[src/rtl/flappy_pkg.sv]
// Shared definitions for the Flappy Bird game sequencer: state encoding and
// screen geometry.
package flappy_pkg;

    localparam int         SCREEN_H        = 480;
    localparam logic [8:0] FLOOR_Y_DEFAULT = 9'd464;
    localparam int         STATE_W         = 2;

    typedef enum logic [STATE_W-1:0] {
        ST_IDLE  = 2'd0,
        ST_PLAY  = 2'd1,
        ST_DYING = 2'd2,
        ST_OVER  = 2'd3
    } game_state_t;

endpackage

[src/rtl/frame_tick_gen.sv]
// Free-running frame divider: one registered pulse every FRAME_DIV clocks,
// first pulse in cycle FRAME_DIV after reset release.
module frame_tick_gen #(
    parameter int FRAME_DIV = 1666667
) (
    input  logic clk,
    input  logic rst,
    output logic frame_tick
);

    localparam int            CW   = (FRAME_DIV > 1) ? $clog2(FRAME_DIV) : 1;
    localparam logic [CW-1:0] LAST = CW'(FRAME_DIV - 1);

    logic [CW-1:0] cnt;

    always_ff @(posedge clk or posedge rst) begin
        if (rst) begin
            cnt        <= '0;
            frame_tick <= 1'b0;
        end else begin
            frame_tick <= (cnt == LAST);
            cnt        <= (cnt == LAST) ? '0 : cnt + 1'b1;
        end
    end

endmodule

[src/rtl/flappy_game_ctrl.sv]
// Game sequencer: IDLE/PLAY/DYING/OVER FSM, per-frame flap request, physics
// and pipe gating, current and high score.
module flappy_game_ctrl
    import flappy_pkg::*;
#(
    parameter int         FRAME_DIV    = 1666667,
    parameter int         DEATH_FRAMES = 60,
    parameter logic [8:0] FLOOR_Y      = FLOOR_Y_DEFAULT,
    parameter int         SCORE_W      = 10
) (
    input  logic               clk,
    input  logic               rst,
    input  logic               flap,
    input  logic               collide,
    input  logic               pipe_passed,
    input  logic [8:0]         bird_y,
    output logic               frame_tick,
    output logic               phys_en,
    output logic               flap_req,
    output logic               bird_rst,
    output logic               pipe_en,
    output logic [1:0]         state,
    output logic [SCORE_W-1:0] score,
    output logic [SCORE_W-1:0] high_score
);

    localparam int            DW         = (DEATH_FRAMES > 1) ? $clog2(DEATH_FRAMES) : 1;
    localparam logic [DW-1:0] DEATH_LAST = DW'(DEATH_FRAMES - 1);

    game_state_t   state_q, state_nx;
    logic          flap_q, flap_pend;
    logic [DW-1:0] death_cnt;
    logic          flap_edge, floor_hit;

    frame_tick_gen #(.FRAME_DIV(FRAME_DIV)) u_tick (
        .clk        (clk),
        .rst        (rst),
        .frame_tick (frame_tick)
    );

    assign flap_edge = flap & ~flap_q;
    assign floor_hit = (bird_y >= FLOOR_Y);

    // Outputs decode only registered state and the registered tick.
    assign phys_en  = frame_tick & ((state_q == ST_PLAY) | (state_q == ST_DYING));
    assign flap_req = frame_tick & (state_q == ST_PLAY) & flap_pend;
    assign bird_rst = (state_q == ST_IDLE);
    assign pipe_en  = (state_q == ST_PLAY);
    assign state    = state_q;

    always_comb begin
        state_nx = state_q;
        case (state_q)
            ST_IDLE:  if (flap_edge) state_nx = ST_PLAY;
            ST_PLAY:  if (frame_tick && (collide || floor_hit)) state_nx = ST_DYING;
            ST_DYING: if (frame_tick && (floor_hit || death_cnt == DEATH_LAST)) state_nx = ST_OVER;
            ST_OVER:  if (flap_edge) state_nx = ST_IDLE;
            default:  state_nx = ST_IDLE;
        endcase
    end

    always_ff @(posedge clk or posedge rst) begin
        if (rst) begin
            state_q   <= ST_IDLE;
            flap_q    <= 1'b0;
            flap_pend <= 1'b0;
            death_cnt <= '0;
        end else begin
            state_q <= state_nx;
            flap_q  <= flap;
            // A new edge beats the clear, so an edge on the tick itself carries to the next frame.
            if (state_q == ST_PLAY) begin
                if (flap_edge)     flap_pend <= 1'b1;
                else if (flap_req) flap_pend <= 1'b0;
            end else begin
                flap_pend <= 1'b0;
            end
            if (state_q == ST_DYING) begin
                if (frame_tick) death_cnt <= death_cnt + 1'b1;
            end else begin
                death_cnt <= '0;
            end
        end
    end

    always_ff @(posedge clk or posedge rst) begin
        if (rst) begin
            score      <= '0;
            high_score <= '0;
        end else begin
            if (state_q == ST_IDLE && flap_edge)
                score <= '0;
            else if (state_q == ST_PLAY && pipe_passed && score != '1)
                score <= score + 1'b1;
            if (state_q == ST_DYING && state_nx == ST_OVER && score > high_score)
                high_score <= score;
        end
    end

endmodule
[config.mk]
export PLATFORM = sky130hd
export DESIGN_NAME = flappy_game_ctrl
export DESIGN_NICKNAME = d
export VERILOG_FILES = /design/src/rtl/flappy_pkg.sv /design/src/rtl/frame_tick_gen.sv /design/src/rtl/flappy_game_ctrl.sv
export SDC_FILE = /design/constraint.sdc
export NUM_CORES = 1
export LEC_CHECK = 0
export CAP_MARGIN = 30
export CORE_UTILIZATION = 54
export CTS_CLUSTER_SIZE = 14
export DETAILED_ROUTE_END_ITERATION = 10
export GPL_TIMING_DRIVEN = 0
export PLACE_DENSITY = 0.79
export SLEW_MARGIN = 20
export SYNTH_ARGS = -nofsm -noshare
export SYNTH_HDL_FRONTEND = slang
export SYNTH_SLANG_ARGS = --single-unit
[constraint.sdc]
create_clock -name clk -period 2.8 [get_ports clk]
set_input_delay 0.28 -clock clk [delete_from_list [all_inputs] [get_ports clk]]
set_output_delay 0.28 -clock clk [all_outputs]
set_load 0.03 [all_outputs]
==> impl_metrics.csv <==
group,metric,value,unit
placement,dp_hpwl,3.96,mm
setup_path,r2r-start,"score[5]",
die,start_util,0.558,
setup_path,rrSetupSlack,650,ps
sta,finalHoldViolCount,0,
setup_path,cp_num_cells,4,
flow_run,drv_cap,0,
setup_path,critPathKind,"flop to primary output",
final_layout,fillCellCount,399,
setup_path,r2r_cells,7,
setup_path,cp.required,2520,ps
route,wire_per_inst,13.9,µm
power,power.density,518,mW/mm²
synth,synth_fp_nets,294,
setup_path,cp_slowest_stage_delay,670,ps
setup_path,crit_buf_inv,2,
synth,syn-instance-count,262,
setup_path,cp.arrival,2000,ps
die,dieWidth,74.4,µm
placement,placed_area,0.00330,mm²
setup_path,crit_path_start_kind,"flop",
sta,setup_viol,0,
clocking,cts_tree,"built",
route,drtIter0Drc,98,
route,viasPerCell,5.33,
clocking,h-tree-depth,2,
placement,dp_slack,649,ps
die,num_rows,26,
sta,setup_ws,520,ps
clocking,cts_buffer_depth,2,
sta,slew_viol_final,0,
route,drc,0,
sta,finalSetupTns,0,ps
clocking,cts_root_buffer,"clkbuf_8",
route,drtAntennaViolNets,0,
final_layout,areaGrowthSynthToFinish,20.0,%
die,die_area,0.00554,mm²
sta,rsz0062_at_grt,"no",
power,vdd_drop_max,311,µV
sta,slew_headroom,0.538,
grt,grt_pass1_wl,8.60,mm
clocking,clkSinkCount,52,
setup_path,setup.worst_path.end,"flap_req",
clocking,clk_latency,300,ps
setup_path,end_kind,"primary output",
clocking,hold_buffers,0,
setup_path,crit_family,"buffers and inverters",
grt,antenna_found_initial,0,
grt,grt_max_degree,35,
worst_hold_path,hp-class,"primary input to async pin",
power,p_leak,1.54,nW
sta,skew,4.62,ps
sta,worstMarginPinSlew,690,ps
synth,postSynthAreaPerCell,10.8,µm²
clocking,cts_setup_buffers,0,
final_layout,finish.net_count,338,
synth,syn-cell-area,0.00283,mm²
sta,fmax,439,MHz
synth,ys.warnings.count,0,
clocking,cts.clk_slew.worst_paths,100,ps
die,io_pins,41,
synth,synthArstFlopShare,1.00,
setup_path,cp-startpoint,"state[1]",
synth,synth_edf_count,0,
grt,grt_pass1_vias,1932,
outcome,run_status,"finished clean",
final_layout,fin_area,0.00340,mm²
route,via_count,2011,
synth,ys_ff_latch,52,
setup_path,r2r-end,"high_score[3]",
die,die_y,74.4,µm
setup_path,critPathSlowestCell,"clkdlybuf4s50_1",
synth,synth-main-ff-cell,"dfrtp_1",
sta,layout_min_cycle_time,2280,ps
setup_path,path_max_fanout,6,
sta,finalCritPeriodShare,0.814,
grt,gr-total-overflow,0,
route,wirelength,5.24,mm
synth,yosysSeqAreaShare,0.459,
final_layout,num_antenna_cells,0,
clocking,cts_resized,0,
placement,port_buffers,36,
placement,gp_congestion,0.804,
final_layout,drive_gt1_frac,0.104,
clocking,cts_buffers,5,
synth,synth_cell_types,41,
setup_path,cp_cell_sequence,"inv_1, ha_1, and3_1, clkdlybuf4s50_1",
power,power,1.76,mW
die,coreArea,0.00507,mm²
route,first_pass_iters,4,
grt,grt.total_usage,0.207,
-- synth_stat cells (3+ instances only) --
cell type | n | area, µm²
a211oi_1 | 6 | 45.0
dfrtp_1 | 52 | 1300
nand4_1 | 11 | 68.8
inv_1 | 18 | 67.6
xnor2_1 | 16 | 140
nand2b_1 | 3 | 18.8
nand2_1 | 15 | 56.3
nor4bb_1 | 3 | 30.0
mux2_4 | 10 | 150
nor2_1 | 35 | 131
and4_1 | 5 | 43.8
xor2_1 | 16 | 140
a21oi_1 | 3 | 15.0
and2_1 | 6 | 37.5
nand3_1 | 9 | 45.0
ha_1 | 18 | 225
and3_1 | 5 | 31.3
-- cell usage in the layout, fill, tap and decap left out, types with 2 or more instances in the layout --
cell             instances
nand2b_1                 3
clkinvlp_4               2
mux2i_1                  2
dfrtp_1                 52
o211ai_1                 2
and2_1                   6
a21o_1                   2
clkbuf_8                 6
nor2_1                  35
xor2_1                  16
a211oi_1                 6
nand3_1                  9
clkdlybuf4s50_1         36
ha_1                    18
mux2_4                  10
and4_1                   5
a21oi_1                  3
and3_1                   5
nor3_1                   2
buf_6                    2
xnor2_1                 16
nand2_1                 15
nor4_2                   2
nor4bb_1                 3
nand4_1                 11
o21ai_0                  2
inv_1                   17
-- cell type report --
cell class / count / area [µm²] / area share
buffer: 4 / 35.0 / 0.0103
multi-input combinational: 188 / 1430 / 0.421
timing repair buffer: 37 / 380 / 0.112
inverter: 18 / 67.6 / 0.0199
tap: 70 / 87.6 / 0.0258
clock inverter: 2 / 15.0 / 0.00442
sequential: 52 / 1300 / 0.383
clock buffer: 6 / 82.6 / 0.0243
-- layer usage --
layer	part of all wire	up-vias	global-route usage	wire length, µm
li1	-	996	-	-
met1	0.47	976	0.272	2460
met2	0.48	32	0.334	2500
met3	0.036	7	0.0447	187
met4	0.016	0	0.0818	85
met5	0	-	0	0
-- sequential cells by signal, indices dropped and copies added, names as in the netlist --
signal             flops
flap_q                 1
score                 10
flap_pend              1
u_tick.frame_tick      1
high_score            10
u_tick.cnt            21
death_cnt              6
state                  2
-- cell families (layout without fill, tap and decap cells) --
kind of cell    count (synthesis)  count (layout)  synth area share
simple gates                  105             105             0.209
flops                          52              52             0.459
buf+inv                        22              67            0.0362
mux                            12              12            0.0600
xor+xnor                       32              32            0.0989
compound gates                 21              21            0.0574
fa+ha+maj                      18              18            0.0795
-- report_power, final --
part / total, mW / internal, mW / switching (mW) / leakage [nW]
Combinational: 0.470 / 0.199 / 0.272 / 0.794
Clock: 0.453 / 0.201 / 0.252 / 0.0434
Sequential: 0.840 / 0.784 / 0.0555 / 0.704
Total: 1.76 / 1.18 / 0.579 / 1.54
-- worst min path at each step --
stage                                    to  slack [ps]
after floorplan                      flap_q         310
after CTS                 u_tick.frame_tick         290
after global placement       u_tick.cnt[18]         490
after detailed placement     u_tick.cnt[18]         500
after global routing                 flap_q         330
final                                flap_q         290
-- per-stage QoR --
step                      std cells  hold slack [ps]   util
after floorplan                 262              311      -
final                           377              288  0.670
after global placement          368              492  0.647
after detailed placement        369              499  0.651
after global routing            377              331  0.670
after CTS                       377              291  0.670
(Power assumes the default switching activity.)
